**config.mk**
```make
export PLATFORM = sky130hd
export DESIGN_NAME = ifetch
export DESIGN_NICKNAME = d
export VERILOG_FILES = /design/src/rtl/mesm6_pkg.sv /design/src/rtl/ifetch_buf.sv /design/src/rtl/ifetch.sv
export SDC_FILE = /design/constraint.sdc
export NUM_CORES = 1
export LEC_CHECK = 0
export ABC_AREA = 0
export BUFFER_PORTS_ARGS = -buffer_cell sky130_fd_sc_hd__buf_2
export CELL_PAD_IN_SITES_DETAIL_PLACEMENT = 2
export CELL_PAD_IN_SITES_GLOBAL_PLACEMENT = 2
export CORE_MARGIN = 1.5
export CORE_UTILIZATION = 31
export DETAILED_ROUTE_END_ITERATION = 10
export GPL_ROUTABILITY_DRIVEN = 0
export PLACE_DENSITY = 0.91
export SYNTH_ARGS = -nofsm -noshare
export SYNTH_HDL_FRONTEND = slang
export SYNTH_SLANG_ARGS = --single-unit
```
**constraint.sdc**
```tcl
create_clock -name clk -period 2.4 [get_ports clk]
set_clock_uncertainty 0.15 [all_clocks]
set_input_delay 0 -clock clk [delete_from_list [all_inputs] [get_ports clk]]
set_output_delay 0 -clock clk [all_outputs]
set_load 0.01 [all_outputs]
```
**src/rtl/mesm6_pkg.sv**
```systemverilog
// Shared types for the MESM-6 instruction fetch unit: word, half-word and
// word-address types plus the fetch state encoding.
package mesm6_pkg;

  typedef logic [47:0] word_t;
  typedef logic [23:0] insn_t;
  typedef logic [14:0] waddr_t;

  typedef enum logic [1:0] {
    ST_FETCH = 2'd0,
    ST_GAP   = 2'd1,
    ST_LEFT  = 2'd2,
    ST_RIGHT = 2'd3
  } state_t;

  // Word addresses wrap naturally at the top of the 15-bit space.
  function automatic waddr_t waddr_inc(input waddr_t a);
    return a + 15'd1;
  endfunction

endpackage

```
**src/rtl/ifetch_buf.sv**
```systemverilog
// Two-entry 48-bit word queue used by ifetch when IFETCH_PREFETCH_EN is
// defined; entry0 is always the word currently being issued.
`ifdef IFETCH_PREFETCH_EN
module ifetch_buf
  import mesm6_pkg::*;
(
  input  logic       clk,
  input  logic       reset_n,
  input  logic       push,
  input  logic       pop,
  input  logic       flush,
  input  word_t      push_data,
  output word_t      head,
  output logic [1:0] count
);

  word_t entry0;
  word_t entry1;

  always_ff @(posedge clk or negedge reset_n) begin
    if (!reset_n) begin
      entry0 <= '0;
      entry1 <= '0;
      count  <= 2'd0;
    end else if (flush) begin
      count <= 2'd0;
    end else begin
      case ({push, pop})
        2'b10: begin
          if (count == 2'd0) entry0 <= push_data;
          else               entry1 <= push_data;
          count <= count + 2'd1;
        end
        2'b01: begin
          entry0 <= entry1;
          count  <= count - 2'd1;
        end
        2'b11: begin
          if (count == 2'd1) begin
            entry0 <= push_data;
          end else begin
            entry0 <= entry1;
            entry1 <= push_data;
          end
        end
        default: ;
      endcase
    end
  end

  assign head = entry0;

endmodule
`endif

```
**src/rtl/ifetch.sv**
```systemverilog
// Instruction fetch: reads 48-bit words and issues them as left/right 24-bit
// half-words. Define IFETCH_PREFETCH_EN for a second buffer that prefetches pc+1.
module ifetch
  import mesm6_pkg::*;
#(
  parameter waddr_t RESET_PC = 15'h0000
) (
  input  logic        clk,
  input  logic        reset_n,
  output logic [14:0] o_addr,
  output logic        o_read,
  input  logic [47:0] i_data,
  input  logic        i_done,
  input  logic        i_jump,
  input  logic [14:0] i_jump_addr,
  input  logic        i_jump_right,
  output logic        o_valid,
  output logic [23:0] o_insn,
  output logic [14:0] o_pc,
  output logic        o_right,
  input  logic        i_ready
);

  state_t state;
  waddr_t fetch_addr;
  waddr_t pc;
  logic   entry_right;
  logic   xfer;
  logic   mem_busy;
  logic   have_word;
  word_t  head;

  assign xfer = o_valid & i_ready;

`ifdef IFETCH_PREFETCH_EN
  logic       pf_req;
  logic       word_next;
  logic       buf_push;
  logic       buf_pop;
  logic [1:0] buf_count;

  assign mem_busy  = (state == ST_FETCH) | pf_req;
  assign have_word = (buf_count != 2'd0);
  assign word_next = (buf_count == 2'd2) | (pf_req & i_done);
  assign buf_push  = mem_busy & i_done & ~i_jump;
  assign buf_pop   = (state == ST_RIGHT) & xfer & ~i_jump;

  ifetch_buf u_buf (
    .clk       (clk),
    .reset_n   (reset_n),
    .push      (buf_push),
    .pop       (buf_pop),
    .flush     (i_jump),
    .push_data (i_data),
    .head      (head),
    .count     (buf_count)
  );

  // A prefetch that is still in flight when RIGHT retires becomes the
  // ordinary FETCH, so o_read and o_addr stay continuous across the handover.
  always_ff @(posedge clk or negedge reset_n) begin
    if (!reset_n) begin
      pf_req <= 1'b0;
    end else if (i_jump) begin
      pf_req <= 1'b0;
    end else if (pf_req && (i_done || (state == ST_RIGHT && xfer))) begin
      pf_req <= 1'b0;
    end else if ((state == ST_GAP && have_word && entry_right) ||
                 (state == ST_LEFT && xfer)) begin
      pf_req <= 1'b1;
    end
  end
`else
  word_t word_buf;
  logic  word_valid;

  assign mem_busy  = (state == ST_FETCH);
  assign have_word = word_valid;
  assign head      = word_buf;

  always_ff @(posedge clk or negedge reset_n) begin
    if (!reset_n) begin
      word_buf   <= '0;
      word_valid <= 1'b0;
    end else if (i_jump) begin
      word_valid <= 1'b0;
    end else if (state == ST_FETCH && i_done) begin
      word_buf   <= i_data;
      word_valid <= 1'b1;
    end else if (state == ST_RIGHT && xfer) begin
      word_valid <= 1'b0;
    end
  end
`endif

  // A jump beats every other event; GAP without a buffered word means the
  // redirect target still has to be fetched.
  always_ff @(posedge clk or negedge reset_n) begin
    if (!reset_n) begin
      state       <= ST_FETCH;
      fetch_addr  <= RESET_PC;
      pc          <= RESET_PC;
      entry_right <= 1'b0;
    end else if (i_jump) begin
      state       <= ST_GAP;
      fetch_addr  <= i_jump_addr;
      entry_right <= i_jump_right;
    end else begin
      case (state)
        ST_FETCH: begin
          if (i_done) begin
            state <= ST_GAP;
            pc    <= fetch_addr;
          end
        end
        ST_GAP: begin
          if (!have_word) begin
            state <= ST_FETCH;
          end else if (entry_right) begin
            state       <= ST_RIGHT;
            entry_right <= 1'b0;
`ifdef IFETCH_PREFETCH_EN
            fetch_addr  <= waddr_inc(pc);
`endif
          end else begin
            state <= ST_LEFT;
          end
        end
        ST_LEFT: begin
          if (xfer) begin
            state <= ST_RIGHT;
`ifdef IFETCH_PREFETCH_EN
            fetch_addr <= waddr_inc(pc);
`endif
          end
        end
        ST_RIGHT: begin
          if (xfer) begin
            pc <= waddr_inc(pc);
`ifdef IFETCH_PREFETCH_EN
            state <= word_next ? ST_LEFT : ST_FETCH;
`else
            state      <= ST_FETCH;
            fetch_addr <= waddr_inc(pc);
`endif
          end
        end
        default: state <= ST_FETCH;
      endcase
    end
  end

  // Reset gates the request combinationally so an in-flight read drops at once.
  assign o_read  = reset_n & mem_busy;
  assign o_addr  = fetch_addr;
  assign o_valid = (state == ST_LEFT) | (state == ST_RIGHT);
  assign o_right = (state == ST_RIGHT);
  assign o_pc    = pc;
  assign o_insn  = o_right ? head[23:0] : head[47:24];

endmodule

```
==> results of run 1 <==
==> cells by family after synthesis <==
logic type                 synth area share (%)
xor gates and xnor gates                   1.72
AOI/OAI and AO/OA                          10.1
adders and majority gates                 0.308
DFF                                        50.5
muxes                                      14.0
buffers and inverters                      3.63
and+or+nand+nor                            19.7
==> sequential cells by signal, summed over array words and instances, names as in the netlist <==
register,flops
state,2
have_word,1
o_addr,15
entry_right,1
o_pc,15
head,48
==> path summary, 6_finish.rpt <==
path	slack [ps]	startpoint	depth (start not counted)	endpoint
max in group asynchronous	1720	reset_n	3	o_pc[8]$_DFFE_PN0P_
min	50	reset_n	3	o_addr[3]$_DFFE_PN0P_
max	190	state[0]$_DFFE_PN0P_	6	o_addr[13]$_DFFE_PN0P_
min in group clk	180	i_done	4	have_word$_DFFE_PN0P_
min reg2reg	360	head[34]$_DFFE_PN0P_	1	head[34]$_DFFE_PN0P_
max reg2reg	190	state[0]$_DFFE_PN0P_	6	o_addr[13]$_DFFE_PN0P_
==> layout make-up <==
type	count	area, µm²	share of cell area, %
well taps	172	215	3.60
clock inverters	6	68.8	1.15
multi-input cells	297	1870	31.2
flip-flops and latches	82	2050	34.4
clock buffers	9	225	3.77
inverters	4	15.0	0.251
repair buffers	215	1520	25.5
diodes	3	7.51	0.126
==> power by group <==
group	switching, µW	internal (µW)	total, µW
clock network	622	805	1430
registers	447	1790	2230
logic	887	798	1690
total	1960	3390	5350
==> metrics by stage <==
step	setup slack [ps]	cells
after floorplan	254	414
after global placement	326	696
after detailed placement	247	696
after CTS	207	785
after global routing	30.0	788
final	188	788
==> metal layers <==
metal  up-vias  share of wire (%)  track usage [%]
met5         -                  0                0
met2       120                 54             47.5
li1       1829                  -                -
met4         0                3.8             13.3
met3        43                3.1             3.92
met1      2090                 39             29.7
==> critical path: stages (launching register included) <==
cell	delay (ps)
dfrtp_2	500
nand3_1	120
buf_4	240
and3_1	230
a21oi_1	130
dlygate4sd3_1	610
o211ai_1	110
==> what timing repair did <==
item                                   CTS  global route
hold buffers                            74             0
gates resized for setup                  0             2
endpoints found under the hold margin  148             0
setup endpoints to repair                0             1
==> cell usage in the layout, fill, tap and decap left out, drive strengths merged, types with 2 or more instances in the layout <==
| master | synthesis | final |
|---|---|---|
| mux2 | 48 | 48 |
| a21oi | 25 | 25 |
| dfrtp | 82 | 82 |
| nor2 | 13 | 13 |
| o22ai | 2 | 2 |
| a31oi | 2 | 2 |
| o22a | 2 | 2 |
| o31a | 2 | 2 |
| clkinv | 0 | 4 |
| a22oi | 2 | 2 |
| inv | 4 | 4 |
| nand2b | 2 | 2 |
| nand3 | 15 | 15 |
| or4 | 3 | 3 |
| o21ai | 27 | 27 |
| clkbuf | 15 | 9 |
| nand4 | 9 | 9 |
| nand2 | 97 | 97 |
| and3 | 15 | 15 |
| or3 | 2 | 2 |
| buf | 16 | 142 |
| xnor2 | 4 | 4 |
| mux2i | 3 | 3 |
| xor2 | 4 | 4 |
| dlygate4sd3 | 0 | 73 |
| diode | 0 | 3 |
| nor3 | 4 | 4 |
==> out/results.tsv, run 1 <==
stage	metric	value	unit
floorplan	Initial Utilization	32.0	%
timing	Setup violations, final	0	
timing	Slew @ Worst Pin	532	ps
grt	GRT Total Usage	26.1	%
layout	Nets	679	
timing	Rel. slew slack	64.4	%
floorplan	die area	13800	µm²
timing	Slew Viols, Final	0	
power_and_ir_drop	peak supply drop	390	µV
cts	clock sink count	82	
cts	total CTS buffers	9	
floorplan	Top Ports	126	
grt	GRT overflow	0	
run_status	outcome	complete, no violations	
layout	fin util	47.0	%
placement	placed inst area	4920	µm²
cts	Max clock buf depth	2	
floorplan	count of standard-cell rows	41	
route	first-pass detailed-route iteration total	4	
logic_synthesis	Mean Syn Cell Area	9.82	µm²
logic_synthesis	syn_nets	484	
logic_synthesis	synth warn	0	
critical_path	element type at the critical path end	flip-flop	
route	Via-to-Cell Ratio	5.18	
logic_synthesis	EDFF count, synth	0	
job	max-cap violation count	0	
route	drt initial violations	185	
power_and_ir_drop	Cell Pwr Density	895	nW/µm²
timing	TNS Setup	0	ps
cts	CTS Root Cell	clkbuf_16	
critical_path	required time of the critical path	2470	ps
grt	number of global-route vias before repair	4869	
cts	Worst-path clk slew	70	ps
route	Remaining DRCs	0	
logic_synthesis	Netlist Area Pre-Place	4070	µm²
timing	WHS	52.5	ps
logic_synthesis	leading post-synthesis cells by cell area	dfrtp_1 (50%), mux2_2 (13%), nand2_1 (9.0%)	
logic_synthesis	most common library cells after synthesis	nand2_1 (97), dfrtp_1 (82), mux2_2 (48)	
layout	share of cells above drive strength 1	35.7	%
cts	CTS tree	built	
layout	FILL cells	1357	
floorplan	overall die height	118	µm
critical_path	critical setup path kind	flip-flop to flip-flop	
grt	first-pass GRT wire length	27700	µm
cts	setup repair bufs after CTS	0	
route	drt total wl	17500	µm
cts	H-tree depth	3	
logic_synthesis	count leader, synth	nand2_1	
critical_path	crit path max fanout	21	
critical_path	Startpoint Class	flip-flop	
cts	clk_lat worst skew	350	ps
layout	post-route cell area	5980	µm²
timing	crit path time final	2210	ps
logic_synthesis	Post-synth ARST share	100	%
min_path	Worst Hold Class	input port to asynchronous set/reset pin	
power_and_ir_drop	post-layout total power	5350	µW
logic_synthesis	Synth area leader	dfrtp_1	
route	post-route ant nets	0	
logic_synthesis	share of the synthesized area in the top cell type	50.5	%
floorplan	total core area	12700	µm²
logic_synthesis	Mapped Cells	414	
layout	Area Growth Syn to Fin	47.0	%
timing	RSZ-0062 raised after global routing	no	
placement	half-perimeter wire length after placement	10000	µm
route	vias after detailed routing	4082	
floorplan	width of the die	118	µm
route	DR WL/cell	22.3	µm
critical_path	Arr. time, crit path	2280	ps
logic_synthesis	Synth cell types	48	
logic_synthesis	FF+latch count, synth	82	
grt	initial antenna violation count	3	
timing	fin crit share	92.2	%
timing	final hold vios	0	
power_and_ir_drop	Leakage	0.00280	µW
logic_synthesis	Seq/Total Area, Yosys	50.5	%
grt	largest net degree at the start of global routing	55	
placement	Port Buf Inserts	125	
timing	Max Fclk	452	MHz
logic_synthesis	Synth Flop Type	dfrtp_1	
Note: power is estimated with default switching activity, not from simulation.
==> run 2, diff against run 1 <==
CORE_UTILIZATION = 30   (was 31)
PLACE_DENSITY = 0.89   (was 0.91)
==> run 2 against run 1 <==
Effect of this change: largest power group unchanged; clock power about the same; critical endpoint is now o_pc[14]$_DFFE_PN0P_; worst setup slack got worse by 45 ps; sequential power about the same; die area increased by 3.2%; cell count increased by 0.13%; total power decreased by 0.29%; critical path type unchanged; combinational power about the same; non-clock buffer count decreased by 3.
==> out/results.tsv, run 2 (synthesized netlist as in run 1, its figures left out) <==
stage	metric	value	unit
grt	largest net degree at the start of global routing	83	
cts	total CTS buffers	9	
timing	Slew @ Worst Pin	506	ps
placement	placed inst area	4920	µm²
critical_path	required time of the critical path	2520	ps
grt	number of global-route vias before repair	4688	
power_and_ir_drop	Leakage	0.00277	µW
run_status	outcome	complete, no violations	
grt	initial antenna violation count	3	
critical_path	element type at the critical path end	flip-flop	
grt	first-pass GRT wire length	26700	µm
layout	multi-input combinational cell area	1870	µm²
timing	fin crit share	94.1	%
job	max-cap violation count	0	
timing	Setup violations, final	0	
layout	share of cells above drive strength 1	35.4	%
route	post-route ant nets	0	
power_and_ir_drop	peak supply drop	398	µV
critical_path	crit path max fanout	6	
min_path	Worst Hold Class	input port to asynchronous set/reset pin	
grt	GRT overflow	0	
timing	Slew Viols, Final	0	
layout	Nets	676	
floorplan	die area	14300	µm²
power_and_ir_drop	Cell Pwr Density	896	nW/µm²
critical_path	reg2reg start	o_pc[0]$_DFFE_PN0P_	
layout	max reg flops	48	
route	first-pass detailed-route iteration total	4	
route	DR WL/cell	21.6	µm
cts	H-tree depth	3	
cts	Worst-path clk slew	60	ps
floorplan	total core area	13200	µm²
layout	FILL cells	1442	
timing	final hold vios	0	
route	Via-to-Cell Ratio	5.15	
timing	crit path time final	2260	ps
timing	Max Fclk	443	MHz
critical_path	critical setup path kind	flip-flop to flip-flop	
critical_path	Register-to-Register Path Depth	5	
layout	Area Growth Syn to Fin	46.3	%
critical_path	Arr. time, crit path	2370	ps
timing	Rel. slew slack	66.3	%
route	vias after detailed routing	4066	
placement	half-perimeter wire length after placement	9810	µm
grt	GRT Total Usage	24.5	%
route	Remaining DRCs	0	
cts	clock sink count	82	
critical_path	CP startpoint	o_pc[0]$_DFFE_PN0P_	
route	drt initial violations	172	
layout	Post-Layout Cell Count	789	
critical_path	Startpoint Class	flip-flop	
critical_path	R2R Path End	o_pc[14]$_DFFE_PN0P_	
floorplan	overall die height	119	µm
placement	dpl ws	217	ps
layout	post-route cell area	5950	µm²
route	drt total wl	17100	µm
floorplan	Top Ports	126	
layout	Register Area	2050	µm²
cts	CTS tree	built	
floorplan	Initial Utilization	30.7	%
floorplan	width of the die	119	µm
floorplan	count of standard-cell rows	42	
power_and_ir_drop	post-layout total power	5330	µW
critical_path	R2R Setup Slk	140	ps
layout	most frequent cells in the layout	buf_2 (124), nand2_1 (97), dfrtp_1 (81)	
cts	clk_lat worst skew	340	ps
placement	Port Buf Inserts	125	
layout	most common cell after layout, fill and taps aside	buf_2	
layout	fin util	44.9	%
cts	CTS Root Cell	clkbuf_16	
cts	Max clock buf depth	2	
timing	setup ws final	143	ps
placement	DP Cell Count	699	
==> run 2: cell types whose count changed in the layout (fill, tap and decap cells not counted) <==
cell / previous run / this run
clkinv_4: 3 / 0
inv_1: 4 / 3
clkinv_2: 1 / 0
clkinvlp_4: 1 / 4
buf_12: 3 / 2
dfrtp_2: 2 / 1
clkbuf_8: 0 / 1
buf_4: 15 / 14
dfrtp_1: 80 / 81
clkbuf_1: 0 / 1
dlygate4sd3_1: 73 / 72
==> run 2: cell type report <==
type / instances / area share [%]
clock buffer: 11 / 4.08
timing repair buffer: 212 / 25.0
inverter: 4 / 0.316
tap: 176 / 3.70
antenna: 3 / 0.126
sequential: 82 / 34.5
multi-input combinational: 297 / 31.4
clock inverter: 4 / 0.884
==> run 2: what timing repair did <==
action | CTS | global route
resized for setup | 0 | 2
setup endpoints to repair | 0 | 21
buffers inserted | 0 | 0
hold buffers | 72 | 0
hold endpoints to repair | 148 | 0
==> run 2: worst max-delay path by stage <==
stage                                 to  slack [ps]  cells past startpoint
floorplan           o_pc[14]$_DFFE_PN0P_         250                      5
global placement    o_pc[14]$_DFFE_PN0P_         310                      5
detailed placement  o_pc[14]$_DFFE_PN0P_         220                      5
CTS                           o_insn[13]          10                      6
global route                  o_insn[11]          -9                      6
finish              o_pc[14]$_DFFE_PN0P_         140                      5
==> run 2: critical path, stage by stage, from the launching register on <==
cell     delay, ps
dfrtp_1        460
ha_1           350
nand3_1        150
or4_4          510
or4_4          430
nand4_1        120
==> run 2: through the flow <==
step | TNS [ps] | hold WS (ps)
floorplan | 0 | -446
global placement | 0 | -28.0
detailed placement | 0 | -23.4
CTS | 0 | 164
global route | -9.31 | 200
finish | 0 | 146
==> run 2: power breakdown <==
group | switching [µW] | internal, µW | total [µW]
combinational | 886 | 792 | 1680
sequential | 438 | 1790 | 2230
clock | 597 | 830 | 1430
total | 1920 | 3410 | 5330
==> run 2: layer usage <==
| metal | wire length [µm] | GRT usage, % |
|---|---|---|
| met1 | 6810 | 28.6 |
| met2 | 9190 | 44.1 |
| met3 | 528 | 3.83 |
| met4 | 534 | 11.4 |
| met5 | 0 | 0 |
